===== config.mk =====
export PLATFORM = sky130hd
export DESIGN_NAME = shift_right_sequencer_flat
export DESIGN_NICKNAME = d
export VERILOG_FILES = /design/src/rtl/shift_right_sequencer_pkg.sv /design/src/rtl/shift_right_sequencer_if.sv /design/src/rtl/shift_right_sequencer_shr_step.sv /design/src/rtl/shift_right_sequencer.sv /design/src/flat_wrapper.sv
export SDC_FILE = /design/constraint.sdc
export NUM_CORES = 1
export LEC_CHECK = 0
export ABC_AREA = 1
export ABC_CLOCK_PERIOD_IN_PS = 1600
export BUFFER_PORTS_ARGS = -buffer_cell sky130_fd_sc_hd__buf_2
export CAP_MARGIN = 40
export CELL_PAD_IN_SITES_DETAIL_PLACEMENT = 2
export CELL_PAD_IN_SITES_GLOBAL_PLACEMENT = 2
export CORE_AREA = 2 2 96 98
export CTS_BUF_LIST = sky130_fd_sc_hd__clkbuf_8
export DETAILED_ROUTE_END_ITERATION = 12
export DIE_AREA = 0 0 98 100
export PLACE_DENSITY = 0.76
export SLEW_MARGIN = 20
export SYNTH_ARGS = -nofsm -noshare
export SYNTH_HDL_FRONTEND = slang
export SYNTH_SLANG_ARGS = --single-unit

===== constraint.sdc =====
create_clock -name clk -period 1.6 [get_ports clk]
set_clock_uncertainty 0.2 [all_clocks]
set_input_delay 0.16 -clock clk [delete_from_list [all_inputs] [get_ports clk]]
set_output_delay 0.16 -clock clk [all_outputs]
set_load 0.005 [all_outputs]

===== src/rtl/shift_right_sequencer_pkg.sv =====
// Shared types and constants for the multi-cycle right-shift sequencer.
package shift_seq_pkg;

  typedef enum logic [1:0] {
    S_IDLE  = 2'd0,
    S_SHIFT = 2'd1,
    S_DONE  = 2'd2
  } state_t;

  // Width and largest amount the single-cycle step unit can shift.
  localparam int STEP_W   = 3;
  localparam int STEP_MAX = 7;

endpackage


===== src/rtl/shift_right_sequencer_if.sv =====
// Request/response bundle between a requester and the shift sequencer.
//
// Handshake: the requester may raise start in any cycle; it is taken on the
// rising clk edge only while busy=0 (a and amount are captured on that same
// edge). While busy=1, start, a and amount are ignored. Completion is a
// one-cycle done pulse; result is valid from that cycle and held until the
// next completion. state mirrors the controller FSM for observation only.
interface shift_right_sequencer_if
  import shift_seq_pkg::*;
#(
  parameter int N     = 16,
  parameter int AMT_W = 5
);
  logic             start;
  logic [N-1:0]     a;
  logic [AMT_W-1:0] amount;
  logic             busy;
  logic             done;
  logic [N-1:0]     result;
  state_t           state;

  modport master (
    output start, a, amount,
    input  busy, done, result, state
  );

  modport slave (
    input  start, a, amount,
    output busy, done, result, state
  );
endinterface


===== src/rtl/shift_right_sequencer_shr_step.sv =====
// Combinational logical right shift by 0..STEP_MAX with zero fill.
module shr_step
  import shift_seq_pkg::*;
#(
  parameter int N = 16
) (
  input  logic [N-1:0]      x,
  input  logic [STEP_W-1:0] sh,
  output logic [N-1:0]      y
);

  assign y = x >> sh;

endmodule


===== src/rtl/shift_right_sequencer.sv =====
// Iterates a 0..7 step shifter over an accumulator until the requested
// total right-shift amount is consumed, then pulses done with the result.
module shift_right_sequencer
  import shift_seq_pkg::*;
#(
  parameter int N     = 16,
  parameter int AMT_W = 5
) (
  input  logic                  clk,
  input  logic                  rst,
  shift_right_sequencer_if.slave bus
);

  state_t            state;
  state_t            state_next;
  logic [N-1:0]      acc;
  logic [N-1:0]      acc_shr;
  logic [N-1:0]      result;
  logic [AMT_W-1:0]  remaining;
  logic [STEP_W-1:0] step;
  logic              accept;
  logic              last_step;

  // A request is taken whenever no shift steps are in flight.
  assign accept = bus.start && (state != S_SHIFT);

  // Step is min(remaining, STEP_MAX); the final step consumes exactly what is left.
  assign step      = (remaining > AMT_W'(STEP_MAX)) ? STEP_W'(STEP_MAX)
                                                    : STEP_W'(remaining);
  assign last_step = (remaining == AMT_W'(step));

  shr_step #(.N(N)) u_step (
    .x  (acc),
    .sh (step),
    .y  (acc_shr)
  );

  // State register.
  always_ff @(posedge clk or posedge rst) begin
    if (rst) state <= S_IDLE;
    else     state <= state_next;
  end

  // Next-state logic.
  always_comb begin
    state_next = state;
    case (state)
      S_IDLE, S_DONE: begin
        if (accept)              state_next = (bus.amount != '0) ? S_SHIFT : S_DONE;
        else if (state == S_DONE) state_next = S_IDLE;
      end
      S_SHIFT: begin
        if (last_step) state_next = S_DONE;
      end
      default: state_next = S_IDLE;
    endcase
  end

  // Datapath: capture on accept, step while shifting, publish result on the last step.
  always_ff @(posedge clk or posedge rst) begin
    if (rst) begin
      acc       <= '0;
      remaining <= '0;
      result    <= '0;
    end else if (accept) begin
      acc       <= bus.a;
      remaining <= bus.amount;
      if (bus.amount == '0) result <= bus.a;
    end else if (state == S_SHIFT) begin
      acc       <= acc_shr;
      remaining <= remaining - AMT_W'(step);
      if (last_step) result <= acc_shr;
    end
  end

  assign bus.busy   = (state == S_SHIFT);
  assign bus.done   = (state == S_DONE);
  assign bus.result = result;
  assign bus.state  = state;

endmodule


===== src/flat_wrapper.sv =====
// flat-port wrapper written by rule: the top's interface ports become plain ports
module shift_right_sequencer_flat import shift_seq_pkg::*;
#(
  parameter int N     = 16,
  parameter int AMT_W = 5
)
  (clk, rst, bus_start, bus_a, bus_amount, bus_busy, bus_done, bus_result, bus_state);
  shift_right_sequencer_if #(.N(N), .AMT_W(AMT_W)) bus_i ();
  input  logic clk;
  input  logic rst;
  input wire logic [$bits(bus_i.start)-1:0] bus_start;
  input wire logic [$bits(bus_i.a)-1:0] bus_a;
  input wire logic [$bits(bus_i.amount)-1:0] bus_amount;
  output wire logic [$bits(bus_i.busy)-1:0] bus_busy;
  output wire logic [$bits(bus_i.done)-1:0] bus_done;
  output wire logic [$bits(bus_i.result)-1:0] bus_result;
  output wire logic [$bits(bus_i.state)-1:0] bus_state;
  assign bus_i.start = bus_start;
  assign bus_i.a = bus_a;
  assign bus_i.amount = bus_amount;
  assign bus_busy = bus_i.busy;
  assign bus_done = bus_i.done;
  assign bus_result = bus_i.result;
  assign bus_state = bus_i.state;
  shift_right_sequencer #(.N(N), .AMT_W(AMT_W)) u_core (.clk(clk), .rst(rst), .bus(bus_i));
endmodule

Yosys cells after proc, flatten, opt, wreduce, memory -nomap -nowiden
Cells that the tools add are included.
{"block": "word_totals", "mem_bits_ro": 0, "elab_cells": 37, "input_bits": 24, "ram_bits": 0, "register_bits": 39, "memories": 0, "latchBits": 0}
{"block": "classes", "magnitude_cmp": 1, "muxes": 14, "n_reduce_logical": 9, "bitwise_logic": 0, "div_mod_pow": 0, "add_sub_neg": 1, "eq_ne": 7, "n_mul": 0, "n_shift": 1}
{"operator": "16-bit 2-to-1 mux", "n": 6}
{"operator": "16-bit by 3-bit right shift with 16-bit output", "n": 1}
{"operator": "5-bit 2-to-1 mux", "n": 2}
{"operator": "2-bit 2-to-1 mux", "n": 4}
{"operator": "5-bit by 3-bit equality test with 1-bit output", "n": 1}
{"operator": "5-bit by 3-bit > comparator with 1-bit output, second input constant", "n": 1}
{"operator": "5-bit zero test", "n": 1}
{"operator": "5-bit nonzero test", "n": 1}
{"operator": "5-bit by 3-bit subtractor with 5-bit output", "n": 1}
{"operator": "2-bit by 1-bit != test with 1-bit output, second input constant", "n": 2}
{"operator": "2-bit case mux with 2 select lines", "n": 1}
{"operator": "2-bit nonzero test", "n": 2}
{"operator": "3-bit 2-to-1 mux", "n": 1}
{"operator": "3-bit by 2-bit != test with 1-bit output, second input constant", "n": 1}
{"operator": "3-bit AND reduction", "n": 1}
{"operator": "2-bit by 1-bit equality test with 1-bit output, second input constant", "n": 1}
{"operator": "2-bit equality test, second input constant", "n": 1}
{"operator": "2-bit zero test", "n": 1}
{"operator": "2-bit != test, second input constant", "n": 1}
{"operator": "2-bit AND reduction", "n": 1}
{"operator": "2-bit OR reduction", "n": 1}
{"operator": "1-bit logical AND", "n": 1}

Depth between registers and ports, before layout
Gate-level depths: netlist of the first run.
{"block": "logic_depth", "word_depth": 6, "mapped_depth": 10, "mapped_depth_nobuf": 10}

By module
A second synthesis of the first run with hierarchy kept.
{"block": "hier_totals", "hier_cells": 361, "hier_area_um2": 2523.7}
{"module": "shift_right_sequencer", "area_each_um2": 1884.3, "instances": 1, "cells_each": 246}
{"module": "shr_step", "area_each_um2": 639.4, "instances": 1, "cells_each": 115}

Least setup slack after synthesis of the first run
Ideal clock, no wire load.
{"block": "synth_path", "kind": "reg-to-reg", "from": "reg u_core.remaining[0]", "to": "reg u_core.remaining[2]", "stages_incl_launch_ff": 9, "synth_period_minus_slack_ps": 1603, "path_buffers": 1, "setup_ps": 130, "t_required_ps": 1270, "arrival_time_ps": 1273, "setup_slack_ps": -3, "cell_sequence": "dfrtp_1 inv_1 buf_2 nand2_1 ha_1 xor2_1 nand2_1 o211ai_1 o21ai_0"}
{"block": "synth_via", "elab_chain_len": 5}
{"item": "start: declaration", "line": "shift_right_sequencer.sv:19", "source": "logic [AMT_W-1:0] remaining;"}
{"item": "start signal: assignment", "line": "shift_right_sequencer.sv:67", "source": "remaining <= bus.amount;"}
{"item": "start signal: assignment", "line": "shift_right_sequencer.sv:71", "source": "remaining <= remaining - AMT_W'(step);"}
{"item": "5-bit by 3-bit > comparator with 1-bit output", "line": "shift_right_sequencer.sv:28", "source": "assign step = (remaining > AMT_W'(STEP_MAX)) ? STEP_W'(STEP_MAX)"}
{"item": "3-bit 2-to-1 mux", "line": "shift_right_sequencer.sv:28"}
{"item": "5-bit by 3-bit subtractor with 5-bit output (*)", "line": "shift_right_sequencer.sv:71"}
{"item": "5-bit 2-to-1 mux (*)", "line": "shift_right_sequencer.sv:69", "source": "end else if (state == S_SHIFT) begin"}
{"item": "5-bit 2-to-1 mux (*)", "line": "shift_right_sequencer.sv:65", "source": "end else if (accept) begin"}
Mark *: on every way between the ends. The rest lies on a longest branch, timed or not. The select of a mux whose other input is x is not followed.
A chain may end at the register's enable or synchronous reset.

Worst setup path in the final report of the first run
{"block": "layout_path", "from": "reg u_core.remaining[4]", "to": "reg u_core.remaining[4]"}
Same word-level chain as after synthesis.

==> run summary, run 1 <==
Wires add up to 11,600 um. The most area-hungry cell type in the Yosys netlist was sky130_fd_sc_hd__dfrtp_1. The post-detailed-route count of antenna-violating nets came out at 0. STA classifies the critical path startpoint as a register. Transition time at the pin with the least slew margin: 0.516 ns. By area the synthesized netlist is led by sky130_fd_sc_hd__dfrtp_1 39%, sky130_fd_sc_hd__nand2_1 23%, sky130_fd_sc_hd__nand3_1 13%. The logs give 0 for the number of pins exceeding their max-slew limit in the final report and 3 for the final number of hold-violating endpoints. Prior to clock tree synthesis, the placed netlist has a worst setup slack of -0.184 ns. Static timing analysis puts the maximum clock frequency at 531 MHz. The logs give 36 for the count of final setup violators and 6390 um for the post-detailed-placement half-perimeter wirelength.

STA puts the critical path data arrival time at 1.91 ns. In this run the register-to-register setup slack is -0.28 ns. After the last flow step, the layout net total stands at 452. The floorplan step defined a die boundary enclosing 0.00980 mm2. The run gives 2 as the count of H-tree levels built during CTS. The routed layout has 2,807 vias. The logs give 26 for the number of distinct library cells after synthesis and 44 for the number of I/O pins.

The overflow left after global routing came out at 0. For the worst setup path, the data required time is 1.63 ns. The initial antenna violation count was 0. The starting density of the core was 0.279. The ratio of total power to cell area is 2290 mW/mm2, and the sequential area share after synthesis is 0.394.

In the synthesized netlist, the number of instances is 345. The depth of the worst register-to-register path is 10, and the mean instance size in the synthesized netlist is 7.19 um2. The number of flip-flops and latches in the synthesized netlist came out at 39. For the via count of the first global-routing pass, the log shows 3,059. For the final worst hold slack, the log shows -0.0184 ns. In this run the cell area of the synthesized design comes to 0.00248 mm2. The startpoint identified for the worst register-to-register timing path is u_core.remaining[4]$_DFFE_PP0P_.

The routed design could run at a clock period as short as 1.88 ns. The die span in y works out to 100 um. The clock root buffer was sky130_fd_sc_hd__clkbuf_8. Tracing the worst setup path back leads to its startpoint at u_core.remaining[4]$_DFFE_PP0P_. From synthesis to final layout, the design area changed by 52.3%. Summed over all cells, the static leakage comes to 1.93 nW.

The per-cell routed wire length was 21.6 um. Setup repair after global routing could not meet its margin everywhere. The share of cells above drive strength 1 is 0.456, and the die span in x is 98 um. In the final timing run, aggregate negative setup slack is -6.11 ns. The number of antenna diodes in the final layout is 0.

In this run, the number of DRC markers left after iteration 0 of detailed routing was 100. The clock transition at the register clock pins on the worst setup and hold paths after CTS was 0.09 ns. The maximum net fanout on the critical path came out at 3.

For the least setup slack across all paths after layout, the log shows -0.283 ns. The top-area cell type share of the netlist area was 0.394. The highest ir drop seen on vdd came out at 0.000743 V. The region available for standard cell placement spans 0.00889 mm2.

The final reports fail on negative hold slack, negative setup slack. Clock latency on the worst-skew pair, taken at its later pin, is 0.30 ns. In this run, placement finished with an instance count of 509. The weighted congestion reported at the end of routability-driven placement is 0.797, and the final cycle utilization of the critical path is 1.18. The headroom to the max-slew limit was 0.656; the count of buffers inserted at the top-level ports was 43. Following the worst setup path forward leads to its endpoint at u_core.remaining[4]$_DFFE_PP0P_. TritonCTS built the clock tree. For this design, the sink count on the clock tree is 39. The type of the worst min-delay path was in -> reg. The number of max-capacitance violations reported is 0, and the number of vias per cell after detailed routing is 5.21. For the combined global-route utilization of all metal layers, the log shows 0.206. After detailed routing, the number of remaining DRC violations is 0. The final non-filler cell total was 539; the number of placement rows was 35. The first global-routing pass estimated 16,000 um of wire.

STA classifies the critical path endpoint as a register. The logs give 4 for the detailed-routing iteration count for the pre-antenna-repair pass and 370 for the number of nets produced by synthesis. In this run the critical register-to-register path is captured at u_core.remaining[4]$_DFFE_PP0P_.

The critical path class was reg -> reg. In this run, CTS created clock tree buffers numbering 5. The tools report the maximum number of pins on one net before global-route repair as 40. In this run the deepest clock path goes through 2 buffers. The synthesis warning total is 0.

The flow ran to the end, but the final reports show violations.
## routing by layer
layer,vias up,track usage,share of wire
met1,1443,0.255,0.40
li1,1283,-,-
met4,0,0.0459,0.016
met5,-,0,0
met3,22,0.0306,0.028
met2,59,0.379,0.55
## cell usage in the layout (no fill, tap or decap), types with 4 or more instances in the layout
cell and count:
sky130_fd_sc_hd__buf_12 6, sky130_fd_sc_hd__buf_2 43, sky130_fd_sc_hd__buf_4 21, sky130_fd_sc_hd__buf_6 8
sky130_fd_sc_hd__clkbuf_8 5, sky130_fd_sc_hd__dfrtp_1 38, sky130_fd_sc_hd__dlygate4sd3_1 7, sky130_fd_sc_hd__inv_1 17
sky130_fd_sc_hd__inv_2 6, sky130_fd_sc_hd__nand2_1 133, sky130_fd_sc_hd__nand2_2 15, sky130_fd_sc_hd__nand2_4 8
sky130_fd_sc_hd__nand3_1 13, sky130_fd_sc_hd__nand3_2 52, sky130_fd_sc_hd__nand3_4 11, sky130_fd_sc_hd__nor2_1 5
sky130_fd_sc_hd__nor2_4 4, sky130_fd_sc_hd__o21ai_0 6, sky130_fd_sc_hd__o21ai_1 4
## how the worst min path moves through the flow
stage                        from                                end  slack (ns)  depth (start not counted)
floorplan           bus_amount[0]    u_core.remaining[0]$_DFFE_PP0P_        0.09                          2
global placement              rst  u_core.bus.result[15]$_DFFE_PP0P_        0.03                          3
detailed placement            rst  u_core.bus.result[10]$_DFFE_PP0P_        0.04                          3
CTS                     bus_a[14]  u_core.bus.result[14]$_DFFE_PP0P_       0.009                          5
global route            bus_a[13]  u_core.bus.result[13]$_DFFE_PP0P_       0.006                          5
finish                  bus_a[13]  u_core.bus.result[13]$_DFFE_PP0P_       -0.02                          5
## area by class of cell
cell class | count | area (um2)
Clock buffer | 5 | 68.8
Timing Repair Buffer | 87 | 706
Clock inverter | 3 | 12.5
Timing Repair inverter | 2 | 23.8
Multi-Input combinational cell | 268 | 1740
Fill cell | 1041 | 5110
Tap cell | 111 | 139
Inverter | 24 | 109
Sequential cell | 39 | 977
## synth_stat cells
cell and n:
sky130_fd_sc_hd__dfrtp_1 39, sky130_fd_sc_hd__nand2_1 152, sky130_fd_sc_hd__buf_4 4, sky130_fd_sc_hd__or2_2 1, sky130_fd_sc_hd__inv_4 1, sky130_fd_sc_hd__nor3_1 2
sky130_fd_sc_hd__buf_12 1, sky130_fd_sc_hd__nand2_2 2, sky130_fd_sc_hd__buf_6 6, sky130_fd_sc_hd__nand3_1 62, sky130_fd_sc_hd__a31oi_1 1, sky130_fd_sc_hd__o221ai_1 1
sky130_fd_sc_hd__o22ai_1 1, sky130_fd_sc_hd__nor2_4 3, sky130_fd_sc_hd__inv_2 2, sky130_fd_sc_hd__nand3_2 14, sky130_fd_sc_hd__ha_1 1, sky130_fd_sc_hd__o21ai_0 10
sky130_fd_sc_hd__o211ai_1 2, sky130_fd_sc_hd__nand2_4 3, sky130_fd_sc_hd__nand4_1 3, sky130_fd_sc_hd__inv_1 21, sky130_fd_sc_hd__buf_2 4, sky130_fd_sc_hd__xor2_1 1
sky130_fd_sc_hd__clkbuf_1 1, sky130_fd_sc_hd__nor2_1 7
## report_power, final
part	internal [mW]	switching (mW)	total (mW)
registers	1.41	0.422	1.84
clock network	0.294	0.385	0.679
logic	2.35	3.77	6.12
total	4.05	4.58	8.63
## flip-flops by register name (all words and copies together) (netlist names)
register / flops
u_core.acc: 16
u_core.bus.result: 16
u_core.bus.state: 2
u_core.remaining: 5
## logic make-up (layout without fill, tap and decap cells)
| family | Yosys count | in the layout | share of synthesized area |
|---|---|---|---|
| AOI/OAI and AO/OA | 15 | 15 | 0.0348 |
| and+or+nand+nor | 249 | 251 | 0.469 |
| xor gates and xnor gates | 1 | 1 | 0.00353 |
| buffers and inverters | 40 | 121 | 0.0944 |
| DFF | 39 | 39 | 0.394 |
| adders and majority gates | 1 | 1 | 0.00504 |
## what timing repair did
action	4_1_cts	5_1_grt
gates cloned	4	2
endpoints found under the hold margin	46	0
gates resized for setup	51	77
setup buffers	6	3
hold buffers	7	0
pin swaps	3	22
endpoints found under the setup margin	36	39
## stage by stage
step | power (mW) | cell area [um2] | util
2_1_floorplan | 4.37 | 2480 | -
3_3_place_gp | 5.56 | 2940 | 0.330
3_5_place_dp | 5.77 | 2940 | 0.330
4_1_cts | 7.26 | 3370 | 0.379
5_1_grt | 9.18 | 3780 | 0.425
6_report | 8.63 | 3780 | 0.425
## critical path: stages, from the launching register on
cell and delay [ns]:
sky130_fd_sc_hd__dfrtp_1 0.44, sky130_fd_sc_hd__inv_1 0.12, sky130_fd_sc_hd__nand2_2 0.09, sky130_fd_sc_hd__nand2_1 0.10
sky130_fd_sc_hd__ha_2 0.21, sky130_fd_sc_hd__inv_1 0.07, sky130_fd_sc_hd__o21ai_1 0.19, sky130_fd_sc_hd__nand2_1 0.13
sky130_fd_sc_hd__nand3_1 0.10, sky130_fd_sc_hd__nand2_1 0.07, sky130_fd_sc_hd__o21ai_0 0.08
Power figures use the tool's default switching activity.
==> inputs of run 2 (changes only) <==
Settings changed: CELL_PAD_IN_SITES_DETAIL_PLACEMENT 2 to not set, CELL_PAD_IN_SITES_GLOBAL_PLACEMENT 2 to not set, CORE_AREA 2 2 96 98 to 2 2 74 76, DIE_AREA 0 0 98 100 to 0 0 76 78, PLACE_DENSITY 0.76 to 0.74.
==> run 2 against run 1 <==
The run still ends with negative hold slack, negative setup slack left. Cell area is 11% lower. Largest cell class unchanged. Worst setup slack better by 0.21 ns. Sequential cell count stayed put. Global-route usage is 2.9 points higher. Clock power is 2.9% lower. Sequential power is 6% lower. Power is 20% lower. Register-to-register slack better by 0.21 ns. Critical path depth is 1 lower. Clock-buffer cell count stayed put.
==> run summary, run 2 (same netlist as run 1, synthesis figures left out) <==
The number of max-capacitance violations reported was 0 (unchanged). The detailed-routing iteration count for the pre-antenna-repair pass was 5 (+1); the final worst hold slack was -0.00357 ns (+0.0148 ns). The transition time at the pin with the least slew margin was 0.516 ns (+0.000506 ns). The area growth from synthesis to layout was 36.1%. The share of cells above drive strength 1 is 0.363 (-0.0930), and the per-cell routed wire length is 14.3 um (-34%). For the headroom to the max-slew limit, the log shows 0.656 (about the same). The final critical delay including setup and external delays came out at 1.67 ns (-0.211 ns). The run gives 0.00337 mm2 (-11%) as the finished layout cell area.

The endpoint required time on the critical path is 1.62 ns (about the same), and the count of H-tree levels built during CTS is 2 (unchanged). Counting stages on the worst path, the most repeated cell is sky130_fd_sc_hd__nand2_1. The least setup slack across all paths after layout was -0.0719 ns (+0.211 ns); the combined global-route utilization of all metal layers was 0.235 (+0.0288). The logs give 2,619 (-6.7%) for the count of vias placed by the detailed router and 0 (unchanged) for the overflow left after global routing. The maximum clock path buffer count was 2 (unchanged); the final cycle utilization of the critical path was 1.04 (-0.132). The tools report the global-route wire length before repair as 11,400 um (-29%). The total negative slack was -1.01 ns (+5.10 ns); the maximum net fanout on the critical path was 8 (+5).

CTS buffer count: 5 (unchanged). The count of final setup violators was 30 (-17%). The tools report the total wire length after detailed routing as 7060 um (-39%). The starting density of the core came out at 0.492 (+0.213). STA classifies the critical path endpoint as a register. Endpoint of the lowest-slack register-to-register path: u_core.acc[15]$_DFFE_PP0P_. The worst setup slack before clock tree synthesis is -0.140 ns (+0.0434 ns), and the count of clock tree sinks is 39 (unchanged). The count of buffers inserted at the top-level ports came out at 43 (unchanged). The violation count after the first detailed-routing iteration was 190 (+90%). Leaving out fill and tap cells, the most frequent cell in the layout is sky130_fd_sc_hd__nand2_1. The critical path is of the reg -> reg type. The post-detailed-placement half-perimeter wirelength came out at 4400 um (-31%). TritonCTS built the clock tree. The startpoint identified for the worst register-to-register timing path is u_core.remaining[4]$_DFFE_PP0P_. For the number of placement rows, the log shows 26 (-26%). The worst-skew pair later-pin latency was 0.30 ns (about the same); the depth of the worst register-to-register path was 9 (-1). The highest ir drop seen on vdd was 0.00137 V (+84%). The top cell types in the final layout, fill and taps aside, are 142 x sky130_fd_sc_hd__nand2_1, 47 x sky130_fd_sc_hd__nand3_2, 43 x sky130_fd_sc_hd__buf_2, 39 x sky130_fd_sc_hd__dfrtp_1, 29 x sky130_fd_sc_hd__nand3_1. The worst setup path is launched from a register.

The number of pins exceeding their max-slew limit in the final report is 0 (unchanged). The slowest library cell on the worst path is sky130_fd_sc_hd__dfrtp_1. The clock transition at the register clock pins on the worst setup and hold paths after CTS works out to 0.08 ns (about the same). For the leakage power of the design, the log shows 1.83 nW (-4.8%). In this run the worst setup path terminates at u_core.acc[15]$_DFFE_PP0P_. The weighted congestion reported at the end of routability-driven placement is 0.933 (+17%), and the ratio of total power to cell area is 2050 mW/mm2 (-10%). The number of I/O pins was 44 (unchanged); the final number of hold-violating endpoints was 5 (+2). The run finished, with violations left. Setup repair after global routing could not meet its margin everywhere.

The die span in x is 76 um (-22%). Clock tree synthesis selected as its root buffer the cell sky130_fd_sc_hd__clkbuf_8. The run gives 6.92 mW (-20%) as the final total power. The tools report the top achievable clock speed as 598 MHz (+13%). The post-detailed-route count of antenna-violating nets came out at 0 (unchanged). The final reports fail on negative hold slack, negative setup slack. In the final layout, the registers with the most flip-flops are u_core.acc x16, u_core.bus.result x16, u_core.remaining x5. The run gives 0 (unchanged) as the antenna cell count.

The initial antenna violation count was 0 (unchanged); the worst stage delay on the critical path was 0.42 ns (-0.02 ns). The tools report the DRC violations left as 0 (unchanged). The total number of nets in the final design is 446 (-1.3%), and the die span in y is 78 um (-22%). The number of vias per cell after detailed routing is 5.32 (+2.2%), and the placed instance area is 0.00282 mm2 (-4.1%). The setup slack of the worst register-to-register path was -0.07 ns (+0.21 ns). The type of the worst min-delay path is in -> reg. The data arrival at the endpoint of the critical path was 1.70 ns (-0.21 ns); the total core area was 0.00504 mm2 (-43%). The critical path goes through nor2_4 > buf_12 > nand2_4 > nor2_4 > buf_12 > nand2_1 > nand2_1 > nand2_1 > o21ai_1. The critical path starts at u_core.remaining[4]$_DFFE_PP0P_. The die area is 0.00593 mm2 (-40%).

The maximum number of pins on one net before global-route repair was 40 (unchanged). The tools report the via count of the first global-routing pass as 2,564 (-16%).
## run 2: changes by cell type in the layout (fill, tap and decap cells not counted), moves of 3 or more
cell / previous run / this run
sky130_fd_sc_hd__buf_12: 6 / 3
sky130_fd_sc_hd__nand2_2: 15 / 11
sky130_fd_sc_hd__nand2_4: 8 / 5
sky130_fd_sc_hd__nand3_1: 13 / 29
sky130_fd_sc_hd__nand3_4: 11 / 0
sky130_fd_sc_hd__nand2_8: 3 / 0
sky130_fd_sc_hd__nand2_1: 133 / 142
sky130_fd_sc_hd__inv_2: 6 / 3
sky130_fd_sc_hd__dlygate4sd3_1: 7 / 14
sky130_fd_sc_hd__inv_1: 17 / 20
sky130_fd_sc_hd__nand3_2: 52 / 47
sky130_fd_sc_hd__buf_6: 8 / 3
## run 2: per-layer routing
layer  up-vias  global-route usage  wire length (um)
met5         -                   0                 0
met1      1234               0.309              3050
met3        11              0.0407               417
li1       1263                   -                 -
met4         0              0.0764               109
met2       111               0.395              3480
## run 2: timing repair
action                                  in CTS  in global routing
hold buffers                                14                  0
endpoints found under the setup margin      33                 35
setup buffers                                4                  2
pin swaps                                    2                 10
cloned                                       1                  1
resized for setup                           29                 39
endpoints found under the hold margin       57                  0
## run 2: metrics by stage
| stage | cells | util |
|---|---|---|
| floorplan | 345 | - |
| global placement | 462 | 0.559 |
| detailed placement | 462 | 0.559 |
| CTS | 489 | 0.633 |
| global route | 492 | 0.669 |
| finish | 492 | 0.669 |
## run 2: worst min-delay path by stage
stage	startpoint	endpoint	slack, ns	depth (start not counted)
3_5_place_dp	rst	u_core.bus.result[8]$_DFFE_PP0P_	0.11	3
5_1_grt	bus_a[11]	u_core.bus.result[11]$_DFFE_PP0P_	0.02	5
2_1_floorplan	bus_amount[0]	u_core.remaining[0]$_DFFE_PP0P_	0.09	2
3_3_place_gp	rst	u_core.bus.result[8]$_DFFE_PP0P_	0.10	3
6_report	bus_a[11]	u_core.acc[11]$_DFFE_PP0P_	-0.004	5
4_1_cts	bus_a[8]	u_core.acc[8]$_DFFE_PP0P_	0.003	5
## run 2: critical path, delay by kind of cell (launching register included)
kind	cells	cell delay, ns
AO/OA/AOI/OAI	1	0.11
flip-flops	1	0.42
buffers and inverters	2	0.29
AND/OR/NAND/NOR	6	0.57
## run 2: area by class of cell
| class | instances | area (um2) |
|---|---|---|
| Fill cell | 406 | 1670 |
| Multi-Input combinational cell | 267 | 1490 |
| Sequential cell | 39 | 976 |
| Timing Repair Buffer | 84 | 632 |
| Inverter | 24 | 108 |
| Tap cell | 70 | 87.6 |
| Clock buffer | 5 | 68.8 |
| Clock inverter | 3 | 12.5 |
## run 2: report_power, final
group	switching, mW	internal [mW]
Sequential	0.318	1.41
Clock	0.365	0.294
Combinational	2.74	1.80
